<file path="src/rtl/multi_lane_accum_pkg.sv">
// Shared types and helpers for multi_lane_accum.
//   state_t        : frame FSM states (accumulating / stalled on a full output)
//   osize_default  : lane-sum width that holds FRAME_LEN maximal samples
package multi_lane_accum_pkg;

  typedef enum logic {S_ACC, S_STALL} state_t;

  // Width of a lane sum that cannot overflow for FRAME_LEN beats of
  // DSIZE-bit unsigned samples.
  function automatic int osize_default(input int dsize, input int frame_len);
    return dsize + $clog2(frame_len);
  endfunction

endpackage

</file>
<file path="src/rtl/multi_lane_accum_lane.sv">
// accum_lane: one lane's running accumulator and sticky overflow flag.
//   clock, rst_n : clock / async active-low reset
//   clr          : synchronous clear (frame abort), beats the add
//   add_en       : accepted beat this cycle
//   last         : accepted beat closes the frame; accumulator restarts at 0
//   din          : lane sample
//   sum_next     : accumulator value including din (wrapped or clamped)
//   ovf_next     : sticky overflow including this beat's carry
module accum_lane #(
  parameter int DSIZE    = 8,
  parameter int OSIZE    = 12,
  parameter int SAT_MODE = 0
) (
  input  logic             clock,
  input  logic             rst_n,
  input  logic             clr,
  input  logic             add_en,
  input  logic             last,
  input  logic [DSIZE-1:0] din,
  output logic [OSIZE-1:0] sum_next,
  output logic             ovf_next
);

  logic [OSIZE-1:0] acc;
  logic             ovf;
  logic [OSIZE:0]   sum_wide;

  // One extra bit catches the carry-out that marks overflow.
  assign sum_wide = {1'b0, acc} + {{(OSIZE+1-DSIZE){1'b0}}, din};
  assign ovf_next = ovf | sum_wide[OSIZE];

  generate
    if (SAT_MODE != 0) begin : g_sat
      // Sticky flag keeps the clamp for the rest of the frame even when
      // later adds of zero would not carry.
      assign sum_next = ovf_next ? '1 : sum_wide[OSIZE-1:0];
    end else begin : g_wrap
      assign sum_next = sum_wide[OSIZE-1:0];
    end
  endgenerate

  always_ff @(posedge clock or negedge rst_n) begin
    if (!rst_n) begin
      acc <= '0;
      ovf <= 1'b0;
    end else if (clr) begin
      acc <= '0;
      ovf <= 1'b0;
    end else if (add_en) begin
      if (last) begin
        acc <= '0;
        ovf <= 1'b0;
      end else begin
        acc <= sum_next;
        ovf <= ovf_next;
      end
    end
  end

endmodule

</file>
<file path="src/rtl/multi_lane_accum.sv">
// multi_lane_accum: sums NCH unsigned lanes over FRAME_LEN accepted beats and
// presents all lane sums as one output beat.
//   clock, rst_n         : clock / async active-low reset
//   sclr                 : synchronous frame abort (pending output kept)
//   in_valid/in_ready    : input stream handshake
//   in_data              : lane k at [k*DSIZE +: DSIZE]
//   out_valid/out_ready  : output stream handshake
//   out_data             : lane k sum at [k*OSIZE +: OSIZE]
//   out_ovf              : per-lane overflow seen during the frame
//   beat_cnt             : beats accepted in the current frame
module multi_lane_accum
  import multi_lane_accum_pkg::*;
#(
  parameter int DSIZE     = 8,
  parameter int NCH       = 4,
  parameter int FRAME_LEN = 16,
  parameter int OSIZE     = osize_default(DSIZE, FRAME_LEN),
  parameter int SAT_MODE  = 0
) (
  input  logic                         clock,
  input  logic                         rst_n,
  input  logic                         sclr,
  input  logic                         in_valid,
  output logic                         in_ready,
  input  logic [NCH*DSIZE-1:0]         in_data,
  output logic                         out_valid,
  input  logic                         out_ready,
  output logic [NCH*OSIZE-1:0]         out_data,
  output logic [NCH-1:0]               out_ovf,
  output logic [$clog2(FRAME_LEN)-1:0] beat_cnt
);

  localparam int             CW   = $clog2(FRAME_LEN);
  localparam logic [CW-1:0]  LAST = CW'(FRAME_LEN - 1);
  localparam logic [CW-1:0]  ONE  = CW'(1);

  state_t                      state_q, state_d;
  logic                        last_pos;
  logic                        blocked;
  logic                        accept;
  logic                        frame_done;
  logic [NCH-1:0][OSIZE-1:0]   lane_sum;
  logic [NCH-1:0]              lane_ovf;

  assign last_pos = (beat_cnt == LAST);
  // The closing beat may only enter when the output register is empty or
  // being drained this same cycle; that gives back-to-back frames.
  assign blocked    = last_pos && out_valid && !out_ready;
  assign in_ready   = !blocked;
  assign accept     = in_valid && in_ready;
  assign frame_done = accept && last_pos && !sclr;

  genvar k;
  generate
    for (k = 0; k < NCH; k++) begin : g_lane
      accum_lane #(
        .DSIZE    (DSIZE),
        .OSIZE    (OSIZE),
        .SAT_MODE (SAT_MODE)
      ) u_lane (
        .clock    (clock),
        .rst_n    (rst_n),
        .clr      (sclr),
        .add_en   (accept),
        .last     (last_pos),
        .din      (in_data[k*DSIZE +: DSIZE]),
        .sum_next (lane_sum[k]),
        .ovf_next (lane_ovf[k])
      );
    end
  endgenerate

  // S_STALL marks a finished frame waiting on the output register; the
  // handshake itself is fully described by in_ready above.
  always_comb begin
    state_d = state_q;
    case (state_q)
      S_ACC:   if (!sclr && blocked) state_d = S_STALL;
      S_STALL: if (sclr || out_ready) state_d = S_ACC;
      default: state_d = S_ACC;
    endcase
  end

  always_ff @(posedge clock or negedge rst_n) begin
    if (!rst_n) begin
      state_q   <= S_ACC;
      beat_cnt  <= '0;
      out_valid <= 1'b0;
      out_data  <= '0;
      out_ovf   <= '0;
    end else begin
      state_q <= state_d;

      if (sclr)        beat_cnt <= '0;
      else if (accept) beat_cnt <= last_pos ? '0 : beat_cnt + ONE;

      if (frame_done) begin
        out_valid <= 1'b1;
        out_data  <= lane_sum;
        out_ovf   <= lane_ovf;
      end else if (out_ready) begin
        out_valid <= 1'b0;
      end
    end
  end

endmodule

</file>
<file path="config.mk">
export PLATFORM = sky130hd
export DESIGN_NAME = multi_lane_accum
export DESIGN_NICKNAME = d
export VERILOG_FILES = /design/src/rtl/multi_lane_accum_pkg.sv /design/src/rtl/multi_lane_accum_lane.sv /design/src/rtl/multi_lane_accum.sv
export SDC_FILE = /design/constraint.sdc
export NUM_CORES = 1
export LEC_CHECK = 0
export CAP_MARGIN = 20
export CORE_AREA = 3 3 123 114
export DETAILED_ROUTE_END_ITERATION = 8
export DIE_AREA = 0 0 126 117
export PLACE_DENSITY = 0.68
export SLEW_MARGIN = 10
export SYNTH_ARGS = -nofsm -noshare
export SYNTH_HDL_FRONTEND = slang
export SYNTH_SLANG_ARGS = --single-unit
</file>
<file path="constraint.sdc">
create_clock -name clock -period 3.4 [get_ports clock]
set_input_delay 0.34 -clock clock [delete_from_list [all_inputs] [get_ports clock]]
set_output_delay 0.34 -clock clock [all_outputs]
set_load 0.01 [all_outputs]
</file>
=== Word level (Yosys, flattened, before mapping) ===
Cells that the tools add are included.

* Reduce and logical (&&, ||, !) cells: 10
* Equal/unequal tests: 1
* Bitwise logic cells: 4
* Add/subtract/negate cells: 5
* Mux-type cells: 29

{| class="wikitable"
|+ Operators with widths
! operator !! number
|-
| $mux 12 || 12
|-
| $add 12x8->13 || 4
|-
| $mux 1 || 14
|-
| $mux 4 || 3
|-
| $logic_and 1x1->1 || 5
|-
| $add 4x1->4 const B || 1
|-
| $eq 4x4->1 const B || 1
|-
| $or 1x1->1 || 4
|-
| $reduce_bool 2->1 || 2
|-
| $logic_not 1->1 || 3
|}

* Logic and storage cells: 61
* Flip-flop bits (word level): 109

=== Longest topological paths before layout ===
Gate-level depths: netlist (run 1).

* Word-level depth: 8
* Gate-level depth with buffers: 9
* Depth with buffers taken out: 9

=== Modules after synthesis ===
A second synthesis (run 1) with hierarchy kept.

* Cells, all modules: 573
* Area total of the unflattened synthesis: 6,449.9 sq um

{| class="wikitable"
|+ By module, submodules not included
! module !! area an instance (sq um) !! instances !! cells an instance !! sequential area each (sq um)
|-
| multi_lane_accum || 2,466.1 || 1 || 136 || 1,426.4
|-
| accum_lane at g_lane[1].u_lane ... || 988.4 || 2 || 107 || 325.3
|-
| accum_lane at g_lane[0].u_lane || 1,068.5 || 1 || 120 || 325.3
|-
| accum_lane at g_lane[3].u_lane || 938.4 || 1 || 103 || 325.3
|}

=== Least setup slack after synthesis (run 1) ===
Ideal clock, no wire load.

* Path type: input-to-reg
* Start point: input port in_data[8]
* End point: register g_lane[1].u_lane.acc[10]
* Buffers on the path: 0
* Data arrival time: 1.988 ns
* Path slack: 1.294 ns
* Stages on the path: 9
* Setup time: 0.118 ns
* Path through: ha_1 -> inv_1 -> fa_1 -> nand2b_1 -> a21oi_1 -> o21ai_0 -> a211oi_1 -> o21ai_0 -> a21o_1

* Cells in the longest elaborated chain, start to end: 4

{| class="wikitable"
|+ RTL lines
! what !! RTL line !! text
|-
| start: declaration || multi_lane_accum.sv:25 || <nowiki>input logic [NCH*DSIZE-1:0] in_data,</nowiki>
|-
| $add 12x8->13 || multi_lane_accum_lane.sv:29 || <nowiki>assign sum_wide = {1'b0, acc} + {{(OSIZE+1-DSIZE){1'b0}}, din};</nowiki>
|-
| $mux 12 || multi_lane_accum_lane.sv:50 || <nowiki>if (last) begin</nowiki>
|-
| $mux 12 || multi_lane_accum_lane.sv:49 || <nowiki>end else if (add_en) begin</nowiki>
|-
| $mux 12 || multi_lane_accum_lane.sv:46 || <nowiki>end else if (clr) begin</nowiki>
|-
| end signal: assignment || multi_lane_accum_lane.sv:54 || <nowiki>acc <= sum_next;</nowiki>
|-
| end: declaration || multi_lane_accum_lane.sv:24 || <nowiki>logic [OSIZE-1:0] acc;</nowiki>
|}

Every way passes these cells. The select of a mux whose other input is x is not followed.
A chain may end at the register's enable or synchronous reset.

=== Final worst setup path (run 1) ===
* Start point: register beat_cnt[0]
* End point: output port in_ready

* Cells in the longest elaborated chain, start to end: 4

{| class="wikitable"
|+ RTL lines
! what !! RTL line !! text
|-
| start: declaration || multi_lane_accum.sv:30 || <nowiki>output logic [$clog2(FRAME_LEN)-1:0] beat_cnt</nowiki>
|-
| start signal: assignment || multi_lane_accum.sv:95 || <nowiki>else if (accept) beat_cnt <= last_pos ? '0 : beat_cnt + ONE;</nowiki>
|-
| $eq 4x4->1 || multi_lane_accum.sv:45 || <nowiki>assign last_pos = (beat_cnt == LAST);</nowiki>
|-
| $logic_and 1x1->1 (2 in a row) || multi_lane_accum.sv:48 || <nowiki>assign blocked = last_pos && out_valid && !out_ready;</nowiki>
|-
| $logic_not 1->1 || multi_lane_accum.sv:49 || <nowiki>assign in_ready = !blocked;</nowiki>
|-
| end: declaration || multi_lane_accum.sv:24 || <nowiki>output logic in_ready,</nowiki>
|}

Every way passes these cells.

==> implementation parameters, run 1 <==
Parameter                              Value

Timing
  Min Clock Period, post-route ... 2.48 ns
  Final Max Tran Viols ... 0
  Setup violators final ... 0
  Achievable Freq ... roughly 0.40 GHz
  Slew @ Worst Pin ... between 0.7 and 0.8 ns
  Hold Worst Slack ... 0.438 ns
  Hold violation count in the final report ... 0
  Post-route clock skew ... around 0.0078 ns
  Unrepaired setup endpoints after global routing ... false
  TNS Setup ... 0 ns
  Crit share post-route ... 0.728
  Worst rel slew slack ... 0.492

Place
  Input/output buffers ... 94
  Cell count after placement ... 834
  Final weighted congestion of routability-driven global placement ... between 0.8 and 0.9
  Post-Place Cell Area ... roughly 0.0069 sq mm
  HPWL after detailed placement ... 9390 um

Final layout
  Final Cell Area ... roughly 0.0073 sq mm
  Most frequent standard cell in the layout excluding fill and tap cells ... dfrtp_1
  Post-synthesis to final-layout area growth ... 26.9%
  Final std cells w/o fill ... 852
  FILL cells ... approximately 1100
  Most frequent cells in the layout ... 109 x dfrtp_1, 108 x nand2_1, 93 x clkdlybuf4s50_1, 66 x o21ai_0, 34 x a21oi_1
  Total Nets Final ... 757
  Sequential standard cell area ... 0.00273 sq mm
  Share of post-route cells with drive strength above 1 ... 0.0654
  Area of combinational cells with multiple inputs ... 0.00287 sq mm
  Final antenna diode count ... 0

Drt
  Overall via count from detail_route ... about 4600
  DRT Wirelength ... 13400 um
  Average vias per placed instance ... around 5.4
  Final routed DRC violation total ... 0
  Detailed-router iteration count before antenna repair ... 4
  Routed wire length per instance ... 15.7 um
  Number of violations reported at the end of detailed-routing iteration 0 ... 282
  Post-detailed-route count of antenna-violating nets ... 0

Synthesis
  Number of enable-type register cells in the synthesized netlist ... 0
  Per-instance average area after synthesis ... approximately 9.8 sq um
  Async set or reset register ratio after synthesis ... 1.00
  Instance count of the mapped netlist ... 588
  Post-synth top flop ... dfrtp_1
  Fraction of the yosys area taken by sequential cells ... 0.476
  Synth Cell Area ... 0.00573 sq mm
  Warning count from the yosys run ... 0
  Synthesized net count ... 662
  Seq cells post-synth ... 109
  Number of unique standard cell types used by synthesis ... 52

Floorplan
  Die footprint ... 0.0147 sq mm
  Total core area ... ~0.013 sq mm
  Chip width ... between 100 and 150 um
  Site Rows ... 39
  Number of ports placed on the die boundary ... 95
  Floorplan die height ... approximately 120 um
  Starting utilization of the core area ... 0.452

Clock network
  Clock latency on the worst-skew pair ... between 0.3 and 0.4 ns
  Hold_buf cts ... 0
  Setup repair bufs after CTS ... 0
  Clock-pin slew of the registers on the worst-case setup and hold paths ... 0.07 ns
  Total of cells resized after clock tree synthesis ... 0
  Htree depth ... 3
  Root buffer cell ... clkbuf_16
  Number of buffers on the longest clock path ... 2
  CTS tree ... yes
  CTS Buf Count ... 9
  Total number of clock tree sinks ... 109

Worst setup path
  Master of the slowest instance on the critical path ... clkdlybuf4s50_1
  Largest stage delay on the critical path ... 0.58 ns
  Critical path fanouts, max ... 6
  CP required ... 3.06 ns
  Startpoint-to-endpoint class of the critical path ... flip-flop to primary output
  Setup crit start kind ... flip-flop
  Ordered cell list for the critical path ... ha_1 -> and3_1 -> nand2_1 -> clkdlybuf4s50_1
  Capturing element type of the critical path ... primary output
  Endpoint arrival time on the critical path ... roughly 2.1 ns

Global route
  First-pass GRT wire length ... 22900 um
  Maximum number of pins on one net before global-route repair ... 82
  Number of antenna violations at the first check in global routing ... 0
  Number of global-route vias before repair ... 4717
  Overall routing resource usage ... 0.190
  Total congestion overflow after global routing ... 0

Flow run
  Max-cap violations ... 0

Outcome
  Status ... complete, no violations

Min path
  Path class of the lowest-slack min-delay path ... input pin to async pin

Pwr
  Worst ir drop on vdd ... 0.251 mV
  Leakage component of the power ... 0.00330 uW
  Pwr/cell area ... 459 mW/mm^2
==> registers in the layout, summed over array words and instances, names as in the netlist <==
name,count
out_ovf,4
out_data,48
g_lane.u_lane.acc,48
out_valid,1
g_lane.u_lane.ovf,4
beat_cnt,4
==> stage by stage <==
step / worst slack (ns) / util / power, uW
global route: 0.771 / 0.573 / 3520
global placement: 0.666 / 0.543 / 2110
CTS: 0.901 / 0.571 / 3370
finish: 0.925 / 0.573 / 3340
detailed placement: 0.592 / 0.543 / 2130
floorplan: 1.29 / - / 1920
==> path summary, 6_finish.rpt <==
check	startpoint	to	slack, ns	depth (start not counted)
max in group asynchronous	rst_n	g_lane[3].u_lane.acc[0]	2.09	4
hold / removal	rst_n	g_lane[2].u_lane.acc[8]	0.44	2
setup reg to reg	beat_cnt[0]	g_lane[2].u_lane.acc[9]	1.03	7
setup / recovery	beat_cnt[0]	in_ready	0.92	4
hold reg to reg	out_data[0]	out_data[0]	0.48	2
min in group clock	out_data[0]	out_data[0]	0.48	2
==> critical path: cells and delay by family, from the launching register on <==
family                   cells  cell delay, ns
adder cells (fa/ha/maj)      1            0.28
flip-flops                   1            0.45
buffers and inverters        1            0.58
AND/OR/NAND/NOR              2            0.47
==> power breakdown <==
part / switching (uW) / total (uW) / leakage (uW) / internal, uW
Clock: 481 / 1220 / 0.000170 / 743
Sequential: 62.8 / 1430 / 0.00149 / 1370
Combinational: 367 / 686 / 0.00165 / 319
==> cell type report <==
type | count | area share
inverter | 15 | 0.00774
timing repair buffer | 106 | 0.146
clock buffer | 11 | 0.0334
tap | 164 | 0.0282
sequential | 109 | 0.375
clock inverter | 5 | 0.0148
multi-input combinational | 442 | 0.395
==> synthesized netlist by cell type, drive strengths merged, types with 10 or more instances <==
library cell / instances / share of area
a21oi: 35 / 0.031
a22o: 29 / 0.044
a31oi: 10 / 0.011
clkbuf: 20 / 0.017
dfrtp: 109 / 0.48
ha: 33 / 0.072
inv: 15 / 0.0098
nand2: 108 / 0.071
nand3: 11 / 0.0096
nor2: 27 / 0.018
o21ai: 66 / 0.058
xnor2: 28 / 0.043
==> per-layer routing <==
layer / track usage / wire length (um)
met1: 0.249 / 6280
met2: 0.324 / 6390
met3: 0.0422 / 615
met4: 0.0536 / 113
met5: 0 / 0
==> cell families after synthesis <==
group | after synthesis | synth area share
AO/OA/AOI/OAI | 182 | 0.201
XOR/XNOR | 37 | 0.0565
adder cells (fa/ha/maj) | 37 | 0.0860
buffers and inverters | 37 | 0.0286
flip-flops | 109 | 0.476
multiplexers | 6 | 0.0118
AND/OR/NAND/NOR | 180 | 0.141
Power figures use the tool's default switching activity.
==> inputs of run 2 (changes only) <==
- PLACE_DENSITY: 0.68 -> 0.71
- clock period: 3.4 -> 2 ns (I/O delays scaled with it)
==> run 2 against run 1 <==
The run now ends with negative setup slack left. Total power increased by 85%. Register-to-register slack got worse by 1.0 ns. Clock-buffer cell count decreased by 1. Worst setup slack got worse by 0.93 ns. Die area unchanged. Routed wire length increased by 15%. Critical path type is now flip-flop to flip-flop.
==> implementation parameters, run 2 (synthesis gave the netlist of run 1 again) <==
Parameter                              Value

Place
  Input/output buffers ... 94 (unchanged)
  Placement Setup Slack ... -0.546 ns (-1.14 ns)
  Final weighted congestion of routability-driven global placement ... 0.843 (-1.2%)
  HPWL after detailed placement ... 10100 um (+7.3%)

Drt
  Overall via count from detail_route ... 5000 (+8.6%)
  Number of violations reported at the end of detailed-routing iteration 0 ... 266 (-5.7%)
  Average vias per placed instance ... 5.42 (+0.31%)
  Post-detailed-route count of antenna-violating nets ... 0 (unchanged)
  Routed wire length per instance ... 16.6 um (+5.8%)
  Final routed DRC violation total ... 0 (unchanged)
  DRT Wirelength ... 15400 um (+15%)
  Detailed-router iteration count before antenna repair ... 5 (+1)

Floorplan
  Die footprint ... 0.0147 sq mm (unchanged)
  Site Rows ... 39 (unchanged)
  Starting utilization of the core area ... 0.452 (unchanged)
  Total core area ... 0.0127 sq mm (unchanged)
  Chip width ... 126 um (unchanged)
  Floorplan die height ... 117 um (unchanged)
  Number of ports placed on the die boundary ... 95 (unchanged)

Worst setup path
  Endpoint arrival time on the critical path ... 2.26 ns (+0.12 ns)
  Capturing element type of the critical path ... flip-flop
  Startpoint-to-endpoint class of the critical path ... flip-flop to flip-flop
  CP required ... 2.25 ns (-0.81 ns)
  Depth of the worst register-to-register path ... 9 (+2)
  Capture instance of the worst register-to-register path ... out_data[18]
  Ordered cell list for the critical path ... ha_2 -> inv_2 -> fa_2 -> nand2b_4 -> a21oi_4 -> o21ai_4 -> nor2b_4 -> xnor2_2 -> mux2_4
  Setup crit start kind ... flip-flop
  Launching point of the worst reg2reg path ... g_lane[1].u_lane.acc[0]
  Master of the slowest instance on the critical path ... dfrtp_1
  Cell family contributing the most delay on the critical path ... adder cells
  Count of buffering cells on the critical path with inverters included ... 1 (unchanged)
  Largest stage delay on the critical path ... 0.36 ns (-0.22 ns)
  Critical path fanouts, max ... 3 (-3)
  Reg-to-reg setup timing slack ... -0.01 ns (-1.04 ns)

Timing
  Post-route clock skew ... 0.0101 ns (+0.00236 ns)
  Final Max Tran Viols ... 0 (unchanged)
  Crit share post-route ... 1.00
  Worst rel slew slack ... 0.596 (+0.103)
  Hold violation count in the final report ... 0 (unchanged)
  TNS Setup ... -0.0108 ns (-0.0108 ns)
  Setup violators final ... 2 (+2)
  Achievable Freq ... 0.498 GHz
  Slew @ Worst Pin ... 0.607 ns (-0.153 ns)
  Worst setup slack after layout ... -0.00957 ns (-0.934 ns)
  Unrepaired setup endpoints after global routing ... true
  Min Clock Period, post-route ... 2.01 ns

Outcome
  Failing checks ... negative setup slack
  Status ... finished with violations

Final layout
  Area of combinational cells with multiple inputs ... 0.00331 sq mm (+15%)
  Most frequent standard cell in the layout excluding fill and tap cells ... dfrtp_1
  FILL cells ... 982 (-13%)
  Sequential standard cell area ... 0.00273 sq mm (unchanged)
  Final antenna diode count ... 0 (unchanged)
  Total Nets Final ... 827 (+9.2%)
  Share of post-route cells with drive strength above 1 ... 0.244 (+0.179)
  Post-synthesis to final-layout area growth ... 44.9%
  Most frequent cells in the layout ... 109 x dfrtp_1, 106 x nand2_1, 92 x clkdlybuf4s50_1, 73 x buf_4, 46 x o21ai_0
  Largest registers ranked by flip-flop count ... g_lane.u_lane.acc (48), out_data (48)

Clock network
  Clock latency on the worst-skew pair ... 0.36 ns (about the same)
  Total number of clock tree sinks ... 109 (unchanged)
  Htree depth ... 3 (unchanged)
  Number of buffers on the longest clock path ... 2 (unchanged)
  CTS tree ... yes
  CTS Buf Count ... 9 (unchanged)
  Clock-pin slew of the registers on the worst-case setup and hold paths ... 0.07 ns (about the same)
  Root buffer cell ... clkbuf_16

Flow run
  Max-cap violations ... 0 (unchanged)

Pwr
  Worst ir drop on vdd ... 0.612 mV (+140%)
  Leakage component of the power ... 0.00372 uW (+13%)
  Pwr/cell area ... 745 mW/mm^2 (+62%)

Global route
  Maximum number of pins on one net before global-route repair ... 45 (-45%)
  First-pass GRT wire length ... 24900 um (+8.5%)
  Number of antenna violations at the first check in global routing ... 0 (unchanged)
  Number of global-route vias before repair ... 5165 (+9.5%)
  Total congestion overflow after global routing ... 0 (unchanged)
  Overall routing resource usage ... 0.209 (+0.0189)

Min path
  Path class of the lowest-slack min-delay path ... input pin to async pin
-- run 2: changes by cell type in the layout (fill, tap and decap cells not counted), moves of 4 or more --
cell / before / now
buf_12: 1 / 8
fa_1: 4 / 0
ha_4: 0 / 9
o21ai_0: 66 / 46
a21oi_1: 34 / 24
buf_4: 10 / 73
a21oi_2: 0 / 8
ha_1: 33 / 22
fa_2: 0 / 4
a31oi_1: 10 / 6
o21ai_1: 0 / 17
nor2_2: 0 / 4
a211oi_1: 9 / 5
-- run 2: final cells by class --
| cell class | instances | area share |
|---|---|---|
| Clock inverter | 6 | 0.0133 |
| Tap cell | 164 | 0.0247 |
| Clock buffer | 10 | 0.0288 |
| Multi-Input combinational cell | 442 | 0.398 |
| Inverter | 15 | 0.00678 |
| Timing Repair Buffer | 176 | 0.200 |
| Sequential cell | 109 | 0.328 |
-- run 2: worst max path at each step --
| stage | from | endpoint | slack (ns) | cells past startpoint |
|---|---|---|---|---|
| 2_1_floorplan | g_lane[1].u_lane.acc[0] | g_lane[1].u_lane.acc[10] | -0.009 | 9 |
| 3_3_place_gp | in_data[8] | g_lane[1].u_lane.acc[10] | -0.51 | 10 |
| 3_5_place_dp | in_data[8] | g_lane[1].u_lane.acc[10] | -0.55 | 10 |
| 4_1_cts | g_lane[1].u_lane.acc[0] | out_ovf[1] | -0.05 | 9 |
| 5_1_grt | g_lane[0].u_lane.acc[7] | g_lane[0].u_lane.acc[11] | -0.11 | 7 |
| 6_report | g_lane[1].u_lane.acc[0] | out_data[18] | -0.01 | 9 |
-- run 2: what timing repair did --
action	4_1_cts	5_1_grt
gates resized for setup	35	72
hold buffers	1	0
pin swaps	17	36
endpoints found under the setup margin	32	52
hold endpoints to repair	42	0
buffers inserted	6	6
-- run 2: power breakdown --
group	leakage [uW]	switching, uW	total, uW	internal [uW]
clock network	0.000165	835	2090	1260
logic	0.00207	811	1650	842
registers	0.00149	114	2440	2330
total	0.00372	1760	6190	4430
-- run 2: routing by layer --
| metal | wire length, um | global-route usage | up-vias |
|---|---|---|---|
| met4 | 241 | 0.0629 | 0 |
| met1 | 6510 | 0.265 | 2463 |
| met5 | 0 | 0 | - |
| met2 | 7980 | 0.368 | 113 |
| li1 | - | - | 2405 |
| met3 | 617 | 0.0413 | 19 |
-- run 2: metrics by stage --
stage	instance area, sq um	util	total power [uW]	instances	hold slack [ns]
2_1_floorplan	5750	-	3270	588	-0.0956
3_3_place_gp	7430	0.586	3800	893	0.247
3_5_place_dp	7430	0.586	3850	893	0.259
4_1_cts	7960	0.627	6030	916	0.407
5_1_grt	8310	0.655	6500	922	0.443
6_report	8310	0.655	6190	922	0.395
